--- config.mk ---
export PLATFORM = sky130hd
export DESIGN_NAME = bme280_uart_streamer
export DESIGN_NICKNAME = d
export VERILOG_FILES = /design/src/rtl/bme280_uart_streamer.sv
export SDC_FILE = /design/constraint.sdc
export NUM_CORES = 1
export LEC_CHECK = 0
export CAP_MARGIN = 20
export CORE_UTILIZATION = 55
export DETAILED_ROUTE_END_ITERATION = 10
export HOLD_SLACK_MARGIN = 0.08
export PLACE_DENSITY = 0.78
export SLEW_MARGIN = 30
export SYNTH_ARGS = -nofsm -noshare
export SYNTH_HDL_FRONTEND = slang
export SYNTH_SLANG_ARGS = --single-unit
--- constraint.sdc ---
create_clock -name clk -period 16.5 [get_ports clk]
set_input_delay 1.65 -clock clk [delete_from_list [all_inputs] [get_ports clk]]
set_output_delay 1.65 -clock clk [all_outputs]
set_load 0.01 [all_outputs]
--- src/rtl/bme280_uart_streamer.sv ---
// Buffers BME280 measurement frames in a small FIFO and streams each one as a
// 15-byte framed, checksummed packet on an 8N1 UART transmit line.
module bme280_uart_streamer #(
  parameter int         CLKS_PER_BIT = 434,
  parameter int         DEPTH        = 4,
  parameter logic [7:0] SYNC_BYTE    = 8'hA5
) (
  input  logic                     clk,
  input  logic                     reset_n,
  input  logic [95:0]              in_data,
  input  logic [1:0]               in_error,
  input  logic                     in_valid,
  output logic                     uart_tx,
  output logic                     busy,
  output logic [$clog2(DEPTH):0]   fifo_level,
  output logic [7:0]               drop_count
);

  localparam int PW = $clog2(DEPTH);
  localparam int LW = PW + 1;
  localparam int CW = $clog2(CLKS_PER_BIT);
  localparam logic [CW-1:0] CNT_MAX  = CW'(CLKS_PER_BIT - 1);
  localparam logic [LW-1:0] LVL_FULL = LW'(DEPTH);
  localparam logic [LW-1:0] LVL_ZERO = {LW{1'b0}};

  typedef enum logic [2:0] {IDLE, LOAD, START, DATA, STOP} state_t;

  state_t          state_r;
  logic [97:0]     mem_r [DEPTH];
  logic [PW-1:0]   wr_ptr_r, rd_ptr_r;
  logic [LW-1:0]   level_r;
  logic [7:0]      drop_r;
  logic            busy_r;
  logic            tx_r;
  logic [5:0]      seq_r;
  logic [119:0]    pkt_r;
  logic [3:0]      byte_idx_r;
  logic [2:0]      bit_idx_r;
  logic [CW-1:0]   clk_cnt_r;

  logic            full_s, push_s, pop_s, tick_s, last_s, idle_next_s;
  logic [LW-1:0]   level_next_s;
  logic [97:0]     head_s;
  logic [7:0]      hdr_s, cur_byte_s;

  function automatic logic [7:0] packet_checksum(input logic [7:0] hdr, input logic [95:0] data);
    logic [7:0] sum;
    sum = SYNC_BYTE + hdr;
    for (int i = 0; i < 12; i++) sum = sum + data[8*i +: 8];
    return sum;
  endfunction

  // Fullness is judged on the pre-edge level, so a push racing a pop on full still drops.
  always_comb begin
    full_s       = (level_r == LVL_FULL);
    push_s       = in_valid & ~full_s;
    pop_s        = (state_r == LOAD);
    tick_s       = (clk_cnt_r == CNT_MAX);
    last_s       = (state_r == STOP) & tick_s & (byte_idx_r == 4'd14);
    head_s       = mem_r[rd_ptr_r];
    hdr_s        = {seq_r, head_s[97:96]};
    cur_byte_s   = pkt_r[119:112];
    level_next_s = level_r + LW'(push_s) - LW'(pop_s);
    if (state_r == IDLE) idle_next_s = (level_r == LVL_ZERO);
    else                 idle_next_s = last_s;
  end

  // Frame storage (no reset needed: entries are only read after being written).
  always_ff @(posedge clk) begin
    if (push_s) mem_r[wr_ptr_r] <= {in_error, in_data};
  end

  // FIFO pointers, level, drop counter and busy flag.
  always_ff @(posedge clk or negedge reset_n) begin
    if (!reset_n) begin
      wr_ptr_r <= {PW{1'b0}};
      rd_ptr_r <= {PW{1'b0}};
      level_r  <= LVL_ZERO;
      drop_r   <= 8'd0;
      busy_r   <= 1'b0;
    end else begin
      if (push_s) wr_ptr_r <= wr_ptr_r + PW'(1);
      if (pop_s)  rd_ptr_r <= rd_ptr_r + PW'(1);
      if (in_valid && full_s && (drop_r != 8'hFF)) drop_r <= drop_r + 8'd1;
      level_r <= level_next_s;
      busy_r  <= (level_next_s != LVL_ZERO) | ~idle_next_s;
    end
  end

  // Packet FSM with registered serial output.
  always_ff @(posedge clk or negedge reset_n) begin
    if (!reset_n) begin
      state_r    <= IDLE;
      tx_r       <= 1'b1;
      seq_r      <= 6'd0;
      pkt_r      <= 120'd0;
      byte_idx_r <= 4'd0;
      bit_idx_r  <= 3'd0;
      clk_cnt_r  <= {CW{1'b0}};
    end else begin
      case (state_r)
        IDLE: begin
          tx_r <= 1'b1;
          if (level_r != LVL_ZERO) state_r <= LOAD;
        end
        LOAD: begin
          pkt_r      <= {SYNC_BYTE, hdr_s, head_s[95:0], packet_checksum(hdr_s, head_s[95:0])};
          byte_idx_r <= 4'd0;
          clk_cnt_r  <= {CW{1'b0}};
          tx_r       <= 1'b0;
          state_r    <= START;
        end
        START: begin
          if (tick_s) begin
            clk_cnt_r <= {CW{1'b0}};
            bit_idx_r <= 3'd0;
            tx_r      <= cur_byte_s[0];
            state_r   <= DATA;
          end else begin
            clk_cnt_r <= clk_cnt_r + CW'(1);
          end
        end
        DATA: begin
          if (tick_s) begin
            clk_cnt_r <= {CW{1'b0}};
            if (bit_idx_r == 3'd7) begin
              tx_r    <= 1'b1;
              state_r <= STOP;
            end else begin
              bit_idx_r <= bit_idx_r + 3'd1;
              tx_r      <= cur_byte_s[bit_idx_r + 3'd1];
            end
          end else begin
            clk_cnt_r <= clk_cnt_r + CW'(1);
          end
        end
        STOP: begin
          if (tick_s) begin
            clk_cnt_r <= {CW{1'b0}};
            if (byte_idx_r < 4'd14) begin
              byte_idx_r <= byte_idx_r + 4'd1;
              pkt_r      <= {pkt_r[111:0], 8'h00};
              tx_r       <= 1'b0;
              state_r    <= START;
            end else begin
              seq_r   <= seq_r + 6'd1;
              state_r <= IDLE;
            end
          end else begin
            clk_cnt_r <= clk_cnt_r + CW'(1);
          end
        end
        default: begin
          tx_r    <= 1'b1;
          state_r <= IDLE;
        end
      endcase
    end
  end

  assign uart_tx    = tx_r;
  assign busy       = busy_r;
  assign fifo_level = level_r;
  assign drop_count = drop_r;

endmodule

# After elaboration in Yosys (flattened, before gate mapping)
# Memories as Yosys holds them, arrays and structs flattened.
# Cells that the tools add are included.
[totals]
memories = 1
out_inout_bits = 13
wordCells = 105
mem_bits_rw = 392
reg_bits = 162
[memory_table]
columns = ["memory", "words", "width", "read_ports", "rd_clocked_by_memory_dff", "write_ports", "line_no", "source"]
rows = [
  ["mem_r", 4, 98, 1, 0, 1, "29", "logic [97:0] mem_r [DEPTH];"],
]
[op_classes]
magnitude_cmp = 2
muxes = 30
bitwise = 7
n_eq_ne = 16
n_reduce_logical = 15
n_addsub = 22
[ops]
columns = ["cell", "n"]
rows = [
  ["$mux W120", 2],
  ["$pmux W120 S2", 1],
  ["$add A8 B8 Y8", 12],
  ["$mux W3", 8],
  ["$pmux W9 S2", 1],
  ["$pmux W3 S5", 1],
  ["$ne A2 B2 Y1 const B", 5],
  ["$add A9 B1 Y9 const B", 1],
  ["$eq A3 B3 Y1 const B", 3],
  ["$eq A9 B9 Y1 const B", 1],
  ["$mux W1", 9],
  ["$mux W9", 1],
  ["$add A8 B1 Y8 const B", 1],
  ["$add A8 B8 Y8 const A", 1],
  ["$mux W4", 2],
  ["$ne A8 B8 Y1 const B", 1],
  ["$pmux W4 S2", 1],
  ["$reduce_and A4 Y1", 2],
  ["$add A6 B1 Y6 const B", 1],
  ["$eq A3 B2 Y1 const B", 2],
  ["$logic_not A3 Y1", 2],
  ["$pmux W3 S2", 1],
  ["$reduce_and A3 Y1", 2],
  ["$reduce_bool A2 Y1", 3],
  ["other kinds (20)", 28],
]

# Logic depth before layout (Yosys ltp)
# An unclocked memory read counts as a cell.
[depth]
depth_word = 15
depth_mapped = 24
depth_no_buf = 20

# Worst setup path after synthesis
# Ideal clock, no wire load.
[synth_path]
path_kind = "register to register"
startpoint = "register rd_ptr_r[0]"
endpoint = "register pkt_r[7]"
n_path_buf = 4
path_stages_with_launch = 23
t_arrival_ns = 6.207
required_time_ns = 16.417
setup_slack_ns = 10.211
cell_sequence = "dfrtp_1 > buf_6 > buf_8 > buf_2 > buf_2 > mux4_2 > inv_1 > fa_1 > inv_1 > fa_1 > fa_1 > fa_1 > inv_1 > fa_1 > fa_1 > inv_1 > ha_1 > a21o_1 > a21oi_1 > o21bai_1 > a21oi_1 > xnor3_1 > o22ai_2"
[synth_between]
elab_chain_cells = 15
[synth_rtl]
columns = ["element", "line_no", "source"]
rows = [
  ["start: declaration", "30", "logic [PW-1:0] wr_ptr_r, rd_ptr_r;"],
  ["start signal: assignment", "77", "rd_ptr_r <= {PW{1'b0}};"],
  ["start signal: assignment", "83", "if (pop_s) rd_ptr_r <= rd_ptr_r + PW'(1);"],
  ["$mem_v2 Z4 W98 *", "-", ""],
  ["$add A8 B8 Y8", "48", "sum = SYNC_BYTE + hdr;"],
  ["$add A8 B8 Y8 (11 in a row)", "49", "for (int i = 0; i < 12; i++) sum = sum + data[8*i +: 8];"],
  ["$add A8 B8 Y8 *", "49", ""],
  ["$pmux W120 S2 *", "101", "case (state_r)"],
  ["end signal: assignment", "107", "pkt_r <= {SYNC_BYTE, hdr_s, head_s[95:0], packet_checksum(hdr_s, head_s[95:0])};"],
  ["end signal: assignment", "142", "pkt_r <= {pkt_r[111:0], 8'h00};"],
  ["end: declaration", "36", "logic [119:0] pkt_r;"],
]
# Every way passes the cells marked *; elsewhere a longest branch is shown, timed or not.
# A chain may end at the register's enable or synchronous reset.

# Worst setup path after layout
[layout_path]
startpoint = "register rd_ptr_r[1]"
endpoint = "register pkt_r[7]"
# Same word-level chain as after synthesis.

==> reports/qor_table.md <==
| Parameter | Value |
|:---|:---|
| Fraction of final layout cells with drive strength greater than 1 | 11.9% |
| Synthesized netlist net count | 1786 |
| Post-route ant nets | 0 |
| Final-report hold violation count | 0 |
| Multi-input gate area in the final layout | 0.00727 sq mm |
| Area growth from synthesis to layout | 14.6% |
| CTS sink cnt | 554 |
| Busiest layer in global routing | met2 |
| Die Ht | 210 um |
| Clock tree from TritonCTS | done |
| Total setup violations reported at the end of the flow | 0 |
| Outcome | complete, no violations |
| Yosys cell types | 50 |
| Total iterations of the first detailed-routing run | 6 |
| Count of standard-cell rows | 75 |
| Portion of the post-synthesis area used by sequential elements | 66.3% |
| First-iteration detailed-routing DRC count | 1266 |
| Post-detail-place hpwl | 31.2 mm |
| Actual slew at the worst max-slew pin | 1040 ps |
| Count of state elements after synthesis | 554 |
| Total placed instance area | 0.0256 sq mm |
| Cell taking the most area after synthesis | sky130_fd_sc_hd__edfxtp_1 |
| TritonCTS Buffers | 54 |
| Total number of vias | 13.3k |
| Final setup TNS | 0 ps |
| Per-instance average area after synthesis | 15.1 sq um |
| DRC Markers | 0 |
| Width of the die | 210 um |
| Most common cell in the synthesized netlist | sky130_fd_sc_hd__edfxtp_1 |
| Average vias per placed instance | 5.77 |
| Final critical-path required period | 7080 ps |
| Die area | 0.0442 sq mm |
| Clock network latency to the later pin of the worst-skew pair | 610 ps |
| Count of flip-flops with a built-in enable after synthesis | 392 |
| Number of resized instances in the post-cts repair step | 0 |
| Smallest hold slack | 487 ps |
| Post-layout net count | 1892 |
| RSZ-0062 raised after global routing | no |
| Final std cells w/o fill | 2313 |
| Yosys Warn Count | 0 |
| CP required | 16990 ps |
| Total grt overflow | 0 |
| Yosys top cell area share | 49.3% |
| Buffers inserted during post-CTS setup optimization | 0 |
| Initial antenna violation count | 1 |
| Max-Slew Margin vs Limit | 30.8% |
| Met2 Resource Use GR | 40.5% |
| First-pass GRT wire length | 79.3 mm |
| Reg-to-reg critical path endpoint | pkt_r[7] |
| Overall track demand over capacity in global routing | 23.8% |
| FILL cells | 2997 |
| Initial Utilization | 56.3% |
| Hold depth | 2 |
| Synth area leaders | sky130_fd_sc_hd__edfxtp_1 49%, sky130_fd_sc_hd__dfrtp_1 17%, sky130_fd_sc_hd__mux4_2 9.2% |
| GP Congestion | 0.811 |
| Top FF cell, synth | sky130_fd_sc_hd__edfxtp_1 |
| Detailed-route wire length | 50.3 mm |
| Async set or reset register ratio after synthesis | 29.2% |
| Synthesized instance count | 1584 |
| Worst min path class | flip-flop to flip-flop |
| Source of the worst register-to-register timing path | rd_ptr_r[1] |
| Number of cells traversed by the worst register-to-register path | 19 |
| CORE AREA | 0.0424 sq mm |
| Total non-filler cell area in the finished layout | 0.0274 sq mm |
| Largest fanout on the critical path | 64 |
| Maximum count of clock buffers along a single path | 3 |
| Element type at the critical path end | flip-flop |
| Met1 track demand over resource in global routing | 32.2% |
| Max-cap violations | 0 |
| Startpoint kind of the worst setup timing path | flip-flop |
| Placed insts | 2211 |
| Leakage power | 10.2 nW |
| Endpoint, Worst Hold | uart_tx |
| Final Max Slew Viols | 0 |
| Setup slack, reg-to-reg | 9420 ps |
| Maximum number of pins on one net before global-route repair | 220 |
| Seq. cell area | 0.0158 sq mm |
| Number of hold-repair buffers added at the cts stage | 0 |
| # H-tree levels | 2 |
| GR Layer Usage met3 | 3.84% |
| Share of the cycle needed by the critical path after routing | 42.9% |
| Peak VDD IR | 460 uV |
| Highest Clock Rate | 141 MHz |
| Count of boundary I/O pins | 114 |
| Worst Skew | 24.8 ps |
| Category of the critical setup timing path | flip-flop to flip-flop |
| Hold_sp | uart_tx |
| Clock root buffer | sky130_fd_sc_hd__clkbuf_16 |
| Clock edge transition at the registers on the reported setup and hold paths | 60 ps |
| I/O Buffers | 113 |
| Ranking of synthesized cells by instance count | 392 x sky130_fd_sc_hd__edfxtp_1, 246 x sky130_fd_sc_hd__nand2_1, 161 x sky130_fd_sc_hd__dfrtp_1 |
| Arrival time of data at the critical path endpoint | 7570 ps |
| Drt wl/cell | 21.7 um |
| Netlist Area Pre-Place | 0.0239 sq mm |
| Power per unit of standard cell area | 198 mW/mm^2 |
| Number of global-route vias before repair | 14.0k |
through the flow:
| step | util [%] | total power, mW | setup slack [ps] |
|---|---|---|---|
| 6_report | 64.5 | 5.43 | 9420 |
| 5_1_grt | 64.5 | 5.81 | 9070 |
| 4_1_cts | 64.5 | 5.48 | 9360 |
| 3_5_place_dp | 60.3 | 4.21 | 9410 |
| 3_3_place_gp | 60.2 | 4.16 | 8910 |
| 2_1_floorplan | - | 3.67 | 10210 |
state kept, by name, indices dropped and copies added (netlist names):
register,count
state_r,3
fifo_level,3
mem_r,392
clk_cnt_r,9
seq_r,6
pkt_r,120
byte_idx_r,4
uart_tx,1
wr_ptr_r,2
bit_idx_r,3
rd_ptr_r,2
drop_count,8
busy,1
cell type report:
type | count | area share, %
well taps | 577 | 2.64
clock buffers | 73 | 5.27
clock inverters | 28 | 1.27
multi-input cells | 832 | 26.6
diodes | 1 | 0.00915
flip-flops and latches | 554 | 57.9
repair buffers | 126 | 4.66
inverters | 122 | 1.67
routing by layer:
metal  vias to the layer above  share of wire [%]
met4                         0                1.9
li1                       5911                  -
met5                         -                  0
met2                       491                 51
met3                        71                6.6
met1                      6867                 40
critical path: stages (launching register included):
cell and delay, ps:
sky130_fd_sc_hd__dfrtp_4 820, sky130_fd_sc_hd__buf_4 870, sky130_fd_sc_hd__mux4_2 490, sky130_fd_sc_hd__fa_1 570, sky130_fd_sc_hd__inv_1 70, sky130_fd_sc_hd__fa_1 490, sky130_fd_sc_hd__inv_1 50, sky130_fd_sc_hd__fa_1 460
sky130_fd_sc_hd__fa_1 540, sky130_fd_sc_hd__inv_1 50, sky130_fd_sc_hd__fa_1 500, sky130_fd_sc_hd__fa_1 560, sky130_fd_sc_hd__inv_1 60, sky130_fd_sc_hd__ha_1 220, sky130_fd_sc_hd__a21o_1 180, sky130_fd_sc_hd__a21oi_1 220
sky130_fd_sc_hd__o21bai_1 90, sky130_fd_sc_hd__a21oi_1 150, sky130_fd_sc_hd__xnor3_1 410, sky130_fd_sc_hd__o22ai_2 130
cell families (layout without fill, tap and decap cells):
logic type / after synthesis / in the layout / share of synthesized area [%]
other: 0 / 1 / 0
buffers and inverters: 198 / 349 / 3.36
xor gates and xnor gates: 51 / 51 / 2.05
adders and majority gates: 101 / 101 / 7.43
DFF: 554 / 554 / 66.3
muxes: 104 / 104 / 9.64
and+or+nand+nor: 416 / 416 / 6.94
AOI/OAI and AO/OA: 160 / 160 / 4.29
cells in the final DEF, fill, tap and decap left out, types with 3 or more instances in the layout:
cell | netlist | routed
sky130_fd_sc_hd__nand2_1 | 246 | 246
sky130_fd_sc_hd__buf_4 | 0 | 8
sky130_fd_sc_hd__dfrtp_1 | 161 | 159
sky130_fd_sc_hd__and2_4 | 0 | 4
sky130_fd_sc_hd__mux2i_1 | 3 | 3
sky130_fd_sc_hd__buf_6 | 1 | 4
sky130_fd_sc_hd__o22ai_1 | 5 | 5
sky130_fd_sc_hd__fa_1 | 68 | 68
sky130_fd_sc_hd__clkbuf_16 | 0 | 54
sky130_fd_sc_hd__mux4_2 | 98 | 98
sky130_fd_sc_hd__a21oi_1 | 12 | 12
sky130_fd_sc_hd__clkbuf_1 | 39 | 17
sky130_fd_sc_hd__o21ai_0 | 20 | 20
sky130_fd_sc_hd__nand2b_1 | 4 | 3
sky130_fd_sc_hd__bufinv_16 | 0 | 7
sky130_fd_sc_hd__nand4_1 | 4 | 4
sky130_fd_sc_hd__edfxtp_1 | 392 | 392
sky130_fd_sc_hd__clkinv_1 | 0 | 7
sky130_fd_sc_hd__clkdlybuf4s50_1 | 0 | 112
sky130_fd_sc_hd__nor2b_1 | 3 | 3
sky130_fd_sc_hd__a22o_1 | 5 | 5
sky130_fd_sc_hd__clkinv_2 | 0 | 7
sky130_fd_sc_hd__xnor2_1 | 36 | 36
sky130_fd_sc_hd__nor2_1 | 130 | 130
sky130_fd_sc_hd__ha_1 | 33 | 33
sky130_fd_sc_hd__xor2_1 | 11 | 11
sky130_fd_sc_hd__nand3_1 | 14 | 14
sky130_fd_sc_hd__and3_1 | 3 | 3
sky130_fd_sc_hd__a31oi_1 | 105 | 105
sky130_fd_sc_hd__clkinvlp_4 | 0 | 4
sky130_fd_sc_hd__inv_1 | 122 | 122
worst max path at each step:
| stage | startpoint | to | slack [ps] | cells past startpoint |
|---|---|---|---|---|
| final | rd_ptr_r[1] | pkt_r[7] | 9420 | 19 |
| after global placement | rd_ptr_r[0] | pkt_r[7] | 8910 | 19 |
| after CTS | rd_ptr_r[1] | pkt_r[7] | 9360 | 19 |
| after detailed placement | rd_ptr_r[1] | pkt_r[7] | 9410 | 19 |
| after floorplan | rd_ptr_r[0] | pkt_r[7] | 10210 | 22 |
| after global routing | rd_ptr_r[1] | pkt_r[7] | 9070 | 19 |
power by group:
group | internal (mW) | switching, mW | leakage, nW
logic | 1.16 | 1.23 | 3.84
registers | 1.73 | 0.0606 | 5.53
clock network | 0.726 | 0.516 | 0.859
total | 3.62 | 1.81 | 10.2
Power figures use the tool's default switching activity.
